`config.mk`:
```
export PLATFORM = sky130hd
export DESIGN_NAME = free_list_flat
export DESIGN_NICKNAME = d
export VERILOG_FILES = /design/src/rtl/free_list_if.sv /design/src/rtl/free_list.sv /design/src/flat_wrapper.sv
export SDC_FILE = /design/constraint.sdc
export NUM_CORES = 1
export LEC_CHECK = 0
export BUFFER_PORTS_ARGS = -buffer_cell sky130_fd_sc_hd__buf_2
export CORE_MARGIN = 3
export CORE_UTILIZATION = 55
export DETAILED_ROUTE_END_ITERATION = 16
export GPL_TIMING_DRIVEN = 0
export PLACE_DENSITY_LB_ADDON = 0.12
export SYNTH_ARGS = -nofsm -noshare
export SYNTH_HDL_FRONTEND = slang
export SYNTH_SLANG_ARGS = --single-unit
```
`constraint.sdc`:
```
create_clock -name clock -period 10.2 [get_ports clock]
set_input_delay 2.04 -clock clock [delete_from_list [all_inputs] [get_ports clock]]
set_output_delay 2.04 -clock clock [all_outputs]
set_load 0.05 [all_outputs]
```
`src/rtl/free_list_if.sv`:
```
// free_list_if: dispatch/retire/recover bus between the ROB side and the free list
interface free_list_if #(
  parameter int TAG_W = 7
);
  logic [1:0]       rs_mt_fl_dispatch_num;
  logic [1:0]       fl_retire_num;
  logic [TAG_W-1:0] fl_retire_tag_a;
  logic [TAG_W-1:0] fl_retire_tag_b;
  logic             recover;
  logic [TAG_W-1:0] fl_pr0;
  logic [TAG_W-1:0] fl_pr1;
  logic [1:0]       fl_avail;
  logic [5:0]       fl_free_count;
  modport master (
    output rs_mt_fl_dispatch_num, fl_retire_num, fl_retire_tag_a, fl_retire_tag_b, recover,
    input  fl_pr0, fl_pr1, fl_avail, fl_free_count
  );
  modport slave (
    input  rs_mt_fl_dispatch_num, fl_retire_num, fl_retire_tag_a, fl_retire_tag_b, recover,
    output fl_pr0, fl_pr1, fl_avail, fl_free_count
  );
endinterface

```
`src/rtl/free_list.sv`:
```
// free_list: circular FIFO of free physical tags, two-wide alloc/retire, one-cycle recovery
module free_list #(
  parameter int NUM_PR = 64,
  parameter int NUM_AR = 32,
  parameter int TAG_W  = 7
) (
  input logic        clock,
  input logic        reset,
  free_list_if.slave fl
);
  localparam int FL_SIZE = NUM_PR - NUM_AR;
  localparam int PTR_W   = $clog2(FL_SIZE);
  localparam int CNT_W   = $clog2(FL_SIZE + 1);
  logic [TAG_W-1:0] mem [FL_SIZE];
  logic [PTR_W-1:0] head, ret_head, tail;
  logic [PTR_W-1:0] head_next, ret_head_next, tail_p1;
  logic [CNT_W-1:0] cnt, cnt_next;
  logic [1:0]       disp, n, avail, alloc;
  always_comb begin
    disp          = fl.rs_mt_fl_dispatch_num == 2'd3 ? 2'd2 : fl.rs_mt_fl_dispatch_num;
    n             = fl.fl_retire_num == 2'd3 ? 2'd2 : fl.fl_retire_num;
    avail         = cnt >= CNT_W'(2) ? 2'd2 : cnt[1:0];
    alloc         = disp < avail ? disp : avail;
    tail_p1       = tail + PTR_W'(1);
    ret_head_next = ret_head + PTR_W'(n);
    // recovery rewinds head to the retire point, including tags retiring this same edge
    head_next     = fl.recover ? ret_head_next : head + PTR_W'(alloc);
    cnt_next      = fl.recover ? CNT_W'(FL_SIZE) : cnt - CNT_W'(alloc) + CNT_W'(n);
  end
  always_ff @(posedge clock or posedge reset) begin
    if (reset) begin
      for (int i = 0; i < FL_SIZE; i++) mem[i] <= TAG_W'(NUM_AR + i);
      head     <= '0;
      ret_head <= '0;
      tail     <= '0;
      cnt      <= CNT_W'(FL_SIZE);
    end else begin
      if (n != 2'd0) mem[tail] <= fl.fl_retire_tag_a;
      if (n == 2'd2) mem[tail_p1] <= fl.fl_retire_tag_b;
      head     <= head_next;
      ret_head <= ret_head_next;
      tail     <= tail + PTR_W'(n);
      cnt      <= cnt_next;
    end
  end
  assign fl.fl_pr0        = mem[head];
  assign fl.fl_pr1        = mem[head + PTR_W'(1)];
  assign fl.fl_avail      = avail;
  assign fl.fl_free_count = 6'(cnt);
endmodule
```
`src/flat_wrapper.sv`:
```
// flat-port wrapper written by rule: the top's interface ports become plain ports
module free_list_flat 
#(
  parameter int NUM_PR = 64,
  parameter int NUM_AR = 32,
  parameter int TAG_W  = 7
)
  (clock, reset, fl_rs_mt_fl_dispatch_num, fl_fl_retire_num, fl_fl_retire_tag_a, fl_fl_retire_tag_b, fl_recover, fl_fl_pr0, fl_fl_pr1, fl_fl_avail, fl_fl_free_count);
  free_list_if #(.TAG_W(TAG_W)) fl_i ();
  input logic clock;
  input logic reset;
  input wire logic [$bits(fl_i.rs_mt_fl_dispatch_num)-1:0] fl_rs_mt_fl_dispatch_num;
  input wire logic [$bits(fl_i.fl_retire_num)-1:0] fl_fl_retire_num;
  input wire logic [$bits(fl_i.fl_retire_tag_a)-1:0] fl_fl_retire_tag_a;
  input wire logic [$bits(fl_i.fl_retire_tag_b)-1:0] fl_fl_retire_tag_b;
  input wire logic [$bits(fl_i.recover)-1:0] fl_recover;
  output wire logic [$bits(fl_i.fl_pr0)-1:0] fl_fl_pr0;
  output wire logic [$bits(fl_i.fl_pr1)-1:0] fl_fl_pr1;
  output wire logic [$bits(fl_i.fl_avail)-1:0] fl_fl_avail;
  output wire logic [$bits(fl_i.fl_free_count)-1:0] fl_fl_free_count;
  assign fl_i.rs_mt_fl_dispatch_num = fl_rs_mt_fl_dispatch_num;
  assign fl_i.fl_retire_num = fl_fl_retire_num;
  assign fl_i.fl_retire_tag_a = fl_fl_retire_tag_a;
  assign fl_i.fl_retire_tag_b = fl_fl_retire_tag_b;
  assign fl_i.recover = fl_recover;
  assign fl_fl_pr0 = fl_i.fl_pr0;
  assign fl_fl_pr1 = fl_i.fl_pr1;
  assign fl_fl_avail = fl_i.fl_avail;
  assign fl_fl_free_count = fl_i.fl_free_count;
  free_list #(.NUM_PR(NUM_PR), .NUM_AR(NUM_AR), .TAG_W(TAG_W)) u_core (.clock(clock), .reset(reset), .fl(fl_i));
endmodule
```
==> results of run 1 <==
-- worst max-delay path by stage --
stage                         from                          to  cells after the start
floorplan                    reset  u_core.fl.fl_free_count[0]                      1
global placement             reset             u_core.mem[186]                      2
detailed placement  u_core.head[1]                fl_fl_pr0[1]                      6
CTS                 u_core.head[1]                fl_fl_pr0[1]                      6
global route        u_core.head[1]                fl_fl_pr1[4]                      7
finish              u_core.head[0]                fl_fl_pr1[0]                      7
-- area by class of cell --
class / instances / area share [%]
buffer: 140 / 3.339
clock buffer: 42 / 4.755
clock inverter: 10 / 0.7185
inverter: 26 / 0.5917
multi-input combinational: 1063 / 51.31
sequential: 245 / 35.31
tap: 378 / 2.663
timing repair buffer: 42 / 1.310
-- cells by family after synthesis --
group,after synthesis,share of synthesized area [%]
xor+xnor,14,0.7627
mux,367,32.78
compound gates,281,9.674
buf+inv,166,4.296
flops,245,39.01
fa+ha+maj,23,2.024
simple gates,378,11.45
-- metal layers --
| layer | global-route usage [%] | wire length (µm) | part of all wire (%) | vias up |
|---|---|---|---|---|
| met5 | 0 | 51 | 0.085 | - |
| met2 | 56.91 | 26060 | 43 | 829 |
| met1 | 55.60 | 24460 | 41 | 6610 |
| met4 | 15.09 | 2955 | 4.9 | 8 |
| li1 | - | - | - | 5533 |
| met3 | 10.57 | 6807 | 11 | 161 |
-- state kept, by name (all words and copies together) (netlist names) --
register,flops
u_core.mem,224
u_core.fl.fl_free_count,6
u_core.head,5
u_core.ret_head,5
u_core.tail,5
-- critical path, delay by kind of cell, from the launching register on --
| kind | cells | cell delay [ps] |
|---|---|---|
| buffers and inverters | 3 | 960 |
| adder cells (fa/ha/maj) | 1 | 390 |
| multiplexers | 1 | 600 |
| AO/OA/AOI/OAI | 1 | 630 |
| flip-flops | 1 | 430 |
| AND/OR/NAND/NOR | 1 | 180 |
-- power groups by stage --
stage               clock network, mW  registers (mW)  logic, mW
finish                           1.09            2.06       4.26
global route                     1.13            2.10       4.45
CTS                              1.08            2.03       4.17
detailed placement                  0            2.03       4.15
global placement                    0            2.00       4.10
floorplan                           0            1.89       3.02
-- layout by cell type (no fill, tap or decap), types with 10 or more instances in the layout --
cell         n
buf_1       13
nand2_1    114
mux4_2     126
inv_1       25
nor3_2      10
nor2_1     152
clkbuf_16   29
mux2_2      16
nor2b_1     29
a21oi_1    135
dfstp_2    113
xnor2_1     11
dfrtp_1    132
a221oi_1    14
buf_2       65
mux2i_1    225
ha_1        18
o21ai_0     95
clkbuf_1   100
==> out/qor.yml, run 1 <==
core-area_mm2: 0.02832
cts_tree: "yes"
initial_utilization_pct: 56.78
drive_gt1_share_pct: 26.21
crit_arrival_ps: 3760
crit_top_cell: "buf_2"
firstDrtPassIters: 6
cts_made_buffers: 28
drv_cap: 0
end_kind: "primary output"
nNetsFinal: 1590
synth_top_cell_by_area: "dfrtp_1"
synth_common_cells: "mux2i_1, nor2_1, a21oi_1"
multi_input_area_mm2: 0.009114
pre_cts_slack_ps: 5099
slew_violations: 0
hold_path.startpoint: "u_core.ret_head[3]"
die_x_um: 177.0
swShare_pct: 45.04
clk_path_buf_depth: 3
setup_ws_ps: 4402
dpl.hpwl_um: 43540
die_height_um: 177.0
grt_pass1_wl_um: 87950
ant_nets: 0
power.switching_mw: 3.337
pwr-share-seq_pct: 27.8
grt_pass1_vias: 12869
worst_pin_slew_ps: 1279
powerDensity_mw_per_mm2: 417.2
synth_top_cell_area_share_pct: 20.55
ys_types: 60
cpPeakStageDelay_ps: 630
drt_wl_total_um: 60330
final_area_mm2: 0.01776
clkLatencyLatePin_ps: 570
ff_latch_area_mm2: 0.006272
min_period_ps: 5798
final-setup-viol-count: 0
grt_max_degree: 125
power.internal_mw: 4.072
vias_per_cell: 6.753
whs_ps: 493.4
instances_no_fill: 1946
place_area_mm2: 0.01679
irDropWorstVdd_mv: 0.2303
rows: 61
areaGrowthSynthToFinish_pct: 10.48
hold_buffers: 0
postSynthCellCount: 1474
vias: 13141
ys_ff_latch: 245
whs_endpoint: "u_core.ret_head[3]"
path_clk_slew_ps: 60
outcome: "completed"
routabilityCongestion: 1.054
setup_tns_ps: 0
grtUsageTotal_pct: 38.88
avgSynthCellArea_um2: 10.91
synth_ff_type: "dfrtp_1"
clockRootBuffer: "clkbuf_16"
placedCellCount: 1894
cts_setup_buffers: 0
hold_viol_final: 0
min_path_cells: 1
antenna_found_initial: 4
rrSetupSlack_ps: 6960
post-route-period-util_pct: 56.84
skew_ps: 18.38
min_path_type: "reg -> reg"
synth-edff-count: 0
rsz0062_at_grt: "false"
reg2reg_depth: 15
rr_endpoint: "u_core.fl.fl_free_count[4]"
cts_sinks: 245
ys_seq_area_share_pct: 39.01
synth-async-reset-ratio_pct: 100.0
reg2reg_from: "u_core.fl.fl_free_count[5]"
critPathMaxFanout: 10
synth_warnings: 0
drc: 0
io_buffers: 41
fmax_mhz: 172.5
n_antenna_cell: 0
nFillCells: 2317
comb_power_share_pct: 57.5
cp.required_ps: 8160
utilization_pct: 62.73
relSlewSlack_pct: 14.73
finalPower_mw: 7.410
overflow: 0
htree_levels: 1
synth_area_leaders: "dfrtp_1, dfstp_2, mux4_2, mux2i_1, a21oi_1"
cts_resized: 0
pwr-share-clk_pct: 14.7
cp_slowest_cell: "a221oi_1"
die_area_mm2: 0.03132
cp-start-kind: "flop"
yosysMostFrequentCell: "mux2i_1"
ios: 43
p_leak_nw: 6.871
worstPathCellList: "ha_1 > buf_4 > buf_2 > mux4_2 > a221oi_1 > nor4_1 > buf_2"
crit_type: "reg -> out"
drt_iter0_markers: 1711
wl_per_cell_um: 31.00
synthesis.area_mm2: 0.01608
synth_nets: 1518
Power figures use the tool's default switching activity.
==> run 2: changes to the inputs <==
- clock period: 10.2 -> 4.66 ns (I/O delays scaled with it)
==> run 2 against run 1 <==
The flow now finishes with violations (setup timing). Setup slack worse by 4400 ps. Critical path depth did not move. Clock skew fell by 3.5 ps. Clock power increased by 130%. Non-clock buffer count increased by 5. Final cell count is 0.36% higher. Via count grew 0.21%. Count of clock-buffer cells in the layout stayed put. Register-to-register slack worse by 5500 ps. Wire length up 0.87%. Critical path type unchanged. Critical endpoint is now fl_fl_pr1[1].
==> out/qor.yml, run 2 (synthesis results as in run 1) <==
outcome: "complete, but fails checks"  # was completed
violations: "setup timing"
rows: 61  # unchanged
grt_pass1_vias: 12662  # was 12869
min_period_ps: 4700
clockRootBuffer: "clkbuf_16"  # unchanged
hold_viol_final: 0  # unchanged
overflow: 0  # unchanged
drt_wl_total_um: 60860  # was 60330 µm
die_area_mm2: 0.03132  # unchanged
core-area_mm2: 0.02832  # unchanged
drt_iter0_markers: 1782  # was 1711
cts_made_buffers: 29  # was 28
pwr-share-clk_pct: 15.1  # was 14.7%
nNetsFinal: 1596  # was 1590
swShare_pct: 44.89  # was 45.04%
htree_levels: 1  # unchanged
crit_type: "reg -> out"  # unchanged
initial_utilization_pct: 56.78  # unchanged
critPathMaxFanout: 10  # unchanged
worst_pin_slew_ps: 1327  # was 1279 ps
cp-start-kind: "flop"  # unchanged
cts_sinks: 245  # unchanged
rsz0062_at_grt: "false"  # unchanged
comb_power_share_pct: 57.4  # was 57.5%
cpPeakStageDelay_ps: 690  # was 630 ps
reg2reg_from: "u_core.fl.fl_free_count[5]"  # unchanged
hold_path.startpoint: "u_core.ret_head[4]"  # was u_core.ret_head[3]
die_height_um: 177.0  # unchanged
drc: 0  # unchanged
path_clk_slew_ps: 60  # about the same
instances_no_fill: 1953  # was 1946
clkLatencyLatePin_ps: 570  # about the same
top_register: "u_core.mem"  # unchanged
clk_path_buf_depth: 3  # unchanged
cp_slowest_cell: "buf_1"  # was a221oi_1
irDropWorstVdd_mv: 0.4536  # was 0.2303 mV
vias_per_cell: 6.742  # was 6.753
grtUsageTotal_pct: 39.46  # was 38.88%
n_antenna_cell: 0  # unchanged
wl_per_cell_um: 31.16  # was 31.00 µm
drive_gt1_share_pct: 26.60  # was 26.21%
p_leak_nw: 6.934  # was 6.871 nW
final-setup-viol-count: 1  # was 0
layout_commonest_cell: "mux2i_1"  # unchanged
worstSetupStartpoint: "u_core.head[0]"  # unchanged
pwr-share-seq_pct: 27.5  # was 27.8%
crit_top_cell: "buf_2"  # unchanged
ant_nets: 0  # unchanged
grt_pass1_wl_um: 88710  # was 87950 µm
finalPower_mw: 16.36  # was 7.410 mW
largest_reg_flops: 224  # unchanged
crit_arrival_ps: 3770  # was 3760 ps
rrSetupSlack_ps: 1480  # was 6960 ps
skew_ps: 14.91  # was 18.38 ps
utilization_pct: 63.24  # was 62.73%
die_x_um: 177.0  # unchanged
slew_violations: 0  # unchanged
relSlewSlack_pct: 11.52  # was 14.73%
post-route-period-util_pct: 100.9
firstDrtPassIters: 6  # unchanged
vias: 13168  # was 13141
worstPathCellList: "buf_6 > buf_2 > buf_1 > mux4_2 > a221oi_1 > nor4_1 > buf_2"  # was ha_1 > buf_4 > buf_2 > mux4_2 > a221oi_1 > nor4_1 > buf_2
areaGrowthSynthToFinish_pct: 11.39  # was 10.48%
grt_max_degree: 41  # was 125
whs_ps: 497.8  # was 493.4 ps
min_path_type: "reg -> reg"  # unchanged
io_buffers: 41  # unchanged
dpl.hpwl_um: 44770  # was 43540 µm
power.internal_mw: 9.018  # was 4.072 mW
layout_common_cells: "mux2i_1, nor2_1, a21oi_1"  # unchanged
routabilityCongestion: 1.055  # was 1.054
fmax_mhz: 212.8
end_kind: "primary output"  # unchanged
ios: 43  # unchanged
placedCellCount: 1899  # was 1894
cp.required_ps: 3730  # was 8160 ps
powerDensity_mw_per_mm2: 913.7  # was 417.2 mW/mm²
drv_cap: 0  # unchanged
power.switching_mw: 7.344  # was 3.337 mW
setup_ws_ps: -40.12  # was 4402 ps
cts_tree: "yes"  # unchanged
antenna_found_initial: 0  # was 4
## run 2: changes by cell type in the layout (fill, tap and decap cells not counted), sizes merged
cell,delta
clkbuf,+1
clkinvlp,+1
clkinv,-1
bufinv,+2
buf,+4
## run 2: area by class of cell
cell class,count,area (µm²)
Buffer,140,598.1
Clock buffer,42,824.5
Clock inverter,12,191.4
Fill cell,2321,10410
Inverter,26,101.3
Multi-Input combinational cell,1063,9121
Sequential cell,245,6272
Tap cell,378,473.0
Timing Repair Buffer,47,325.3
## run 2: final timing paths
path	endpoint	cells after the start
max	fl_fl_pr1[1]	7
min	u_core.ret_head[4]	1
max reg2reg	u_core.fl.fl_free_count[4]	15
min reg2reg	u_core.ret_head[4]	1
max in group asynchronous	u_core.mem[194]	6
min in group asynchronous	u_core.mem[30]	2
## run 2: through the flow
step                TNS, ps  setup WS, ps  area, µm²
global route              0         17.19      17910
CTS                       0         49.52      17890
floorplan                 0         548.6      16080
detailed placement        0         617.8      16880
finish               -40.12        -40.12      17910
global placement    -136180         -1079      16760
## run 2: what timing repair did
action / 4_1_cts / 5_1_grt
buffers inserted: 0 / 0
setup endpoints to repair: 0 / 7
gates resized for setup: 0 / 7
hold buffers: 0 / 0
endpoints found under the hold margin: 0 / 0
## run 2: power by group through the flow
stage | registers (mW) | clock network (mW) | logic, mW
floorplan | 4.13 | 0 | 6.61
global placement | 4.39 | 0 | 9.03
global route | 4.61 | 2.56 | 9.80
detailed placement | 4.45 | 0 | 9.13
CTS | 4.44 | 2.47 | 9.18
finish | 4.51 | 2.47 | 9.39
## run 2: layer usage
| layer | share of wire (%) | vias to the layer above | global-route usage [%] |
|---|---|---|---|
| met2 | 43 | 925 | 57.12 |
| met5 | 0 | - | 0 |
| li1 | - | 5547 | - |
| met1 | 40 | 6536 | 57.80 |
| met3 | 12 | 160 | 8.880 |
| met4 | 5.3 | 0 | 16.30 |
## run 2: critical path, delay by kind of cell (launching register included)
| kind | cells | cell delay (ps) |
|---|---|---|
| AND/OR/NAND/NOR | 1 | 150 |
| multiplexers | 1 | 420 |
| AO/OA/AOI/OAI | 1 | 690 |
| flip-flops | 1 | 420 |
| buffers and inverters | 4 | 1520 |
==> run 3: changes to the inputs <==
- BUFFER_PORTS_ARGS: -buffer_cell sky130_fd_sc_hd__buf_2 -> unset
- DONT_BUFFER_PORTS: unset -> 1
==> run 3 against run 2 <==
The flow now finishes without violations. Maximum frequency is 1.3% higher. Critical endpoint unchanged. Non-clock buffer count fell by 40. Sequential power rose by 2%. Highest routed layer unchanged. Largest power group unchanged.
==> out/qor.yml, run 3 (synthesis results as in run 1) <==
outcome: "completed"  # was complete, but fails checks
overflow: 0  # unchanged
ant_nets: 0  # unchanged
rows: 61  # unchanged
worst_pin_slew_ps: 1164  # was 1327 ps
nFillCells: 2316  # was 2321
min_period_ps: 4638  # was 4700 ps
rr_endpoint: "u_core.fl.fl_free_count[4]"  # unchanged
cts_made_buffers: 29  # unchanged
whs_ps: 311.2  # was 497.8 ps
hold_viol_final: 0  # unchanged
vias_per_cell: 6.800  # was 6.742
reg2reg_depth: 13  # was 15
ios: 43  # unchanged
clockRootBuffer: "clkbuf_16"  # unchanged
drv_cap: 0  # unchanged
drive_gt1_share_pct: 24.79  # was 26.60%
path_buf_inv: 3  # was 4
cpPeakStageDelay_ps: 700  # was 690 ps
min_path_type: "in -> async"  # was reg -> reg
antenna_found_initial: 2  # was 0
areaGrowthSynthToFinish_pct: 10.30  # was 11.39%
critPathMaxFanout: 10  # unchanged
crit_type: "reg -> out"  # unchanged
firstDrtPassIters: 6  # unchanged
layout_commonest_cell: "mux2i_1"  # unchanged
die_height_um: 177.0  # unchanged
skew_ps: 18.65  # was 14.91 ps
path_clk_slew_ps: 60  # about the same
finalPower_mw: 16.15  # was 16.36 mW
pwr-share-seq_pct: 28.5  # was 27.5%
powerDensity_mw_per_mm2: 910.5  # was 913.7 mW/mm²
swShare_pct: 45.51  # was 44.89%
cts_tree: "yes"  # unchanged
top_register: "u_core.mem"  # unchanged
die_x_um: 177.0  # unchanged
comb_power_share_pct: 57.5  # was 57.4%
worstPathCellList: "buf_6 > buf_2 > buf_1 > mux4_2 > nor2b_1 > a221oi_1 > nor4_4"  # was buf_6 > buf_2 > buf_1 > mux4_2 > a221oi_1 > nor4_1 > buf_2
cts_sinks: 245  # unchanged
nNetsFinal: 1556  # was 1596
pwr-share-clk_pct: 14.0  # was 15.1%
clkLatencyLatePin_ps: 560  # was 570 ps
htree_levels: 1  # unchanged
reg2reg_from: "u_core.fl.fl_free_count[3]"  # was u_core.fl.fl_free_count[5]
cp.required_ps: 3730  # about the same
crit_arrival_ps: 3710  # was 3770 ps
p_leak_nw: 6.758  # was 6.934 nW
slew_violations: 0  # unchanged
power.internal_mw: 8.797  # was 9.018 mW
dpl.hpwl_um: 43190  # was 44770 µm
fmax_mhz: 215.6  # was 212.8 MHz
die_area_mm2: 0.03132  # unchanged
irDropWorstVdd_mv: 0.6040  # was 0.4536 mV
initial_utilization_pct: 56.78  # unchanged
drt_wl_total_um: 59100  # was 60860 µm
grt_max_degree: 42  # was 41
layout_common_cells: "mux2i_1, nor2_1, a21oi_1"  # unchanged
cp_top_family: "buffers and inverters"  # unchanged
end_kind: "primary output"  # unchanged
grt_pass1_vias: 12680  # was 12662
relSlewSlack_pct: 22.41  # was 11.52%
setup_tns_ps: 0  # was -40.12 ps
post-route-period-util_pct: 99.52  # was 100.9%
rsz0062_at_grt: "false"  # unchanged
grtUsageTotal_pct: 37.94  # was 39.46%
largest_reg_flops: 224  # unchanged
clk_path_buf_depth: 3  # unchanged
vias: 13001  # was 13168
final-setup-viol-count: 0  # was 1
wl_per_cell_um: 30.91  # was 31.16 µm
drc: 0  # unchanged
rrSetupSlack_ps: 840  # was 1480 ps
grt_pass1_wl_um: 85580  # was 88710 µm
cts_setup_buffers: 0  # unchanged
hold_buffers: 0  # unchanged
drt_iter0_markers: 1640  # was 1782
power.switching_mw: 7.349  # was 7.344 mW
io_buffers: 0  # was 41
cp_slowest_cell: "nor4_4"  # was buf_1
core-area_mm2: 0.02832  # unchanged
utilization_pct: 62.63  # was 63.24%
cp-start-kind: "flop"  # unchanged
routabilityCongestion: 1.106  # was 1.055
run 3: how the worst max path moves through the flow:
stage | to | cells past startpoint | startpoint
5_1_grt | fl_fl_pr1[3] | 6 | u_core.head[0]
3_5_place_dp | fl_fl_pr1[1] | 7 | u_core.head[0]
4_1_cts | fl_fl_pr1[1] | 7 | u_core.head[0]
6_report | fl_fl_pr1[1] | 7 | u_core.head[0]
3_3_place_gp | u_core.mem[186] | 1 | reset
2_1_floorplan | fl_fl_pr1[3] | 7 | u_core.head[0]
run 3: timing repair:
action	in CTS	in global routing
resized for setup	7	0
setup endpoints to repair	7	0
endpoints found under the hold margin	0	0
run 3: per-layer routing:
metal,routed length (µm),vias up,global-route usage (%)
met3,7816,201,13.47
met4,3975,0,19.02
met1,22160,6475,50.49
met2,25150,860,55.27
li1,-,5465,-
met5,0,-,0
run 3: stage by stage:
| stage | setup slack [ps] | cell area [µm²] | std cells |
|---|---|---|---|
| after floorplan | 548.6 | 16080 | 1474 |
| after global placement | -966.5 | 16550 | 1852 |
| after detailed placement | 401.1 | 16740 | 1859 |
| after CTS | 174.5 | 17730 | 1911 |
| after global routing | 15.78 | 17730 | 1911 |
| final | 22.23 | 17730 | 1912 |
run 3: area by class of cell:
cell class                      count  area (µm²)  area share (%)
Clock buffer                       46       869.6           4.904
Antenna cell                        1       2.502         0.01411
Sequential cell                   245        6272           35.37
Inverter                           26       101.3          0.5715
Multi-Input combinational cell   1063        9219           51.99
Timing Repair Buffer                7       147.6          0.8326
Clock inverter                      6       55.05          0.3104
Tap cell                          378       473.0           2.667
Buffer                            140       593.1           3.344
run 3: power groups by stage:
stage | sequential [mW] | combinational (mW) | clock [mW]
after detailed placement | 4.54 | 8.83 | 0
after floorplan | 4.13 | 6.61 | 0
after CTS | 4.54 | 9.03 | 2.27
after global routing | 4.70 | 9.62 | 2.34
final | 4.61 | 9.28 | 2.26
after global placement | 4.46 | 8.56 | 0
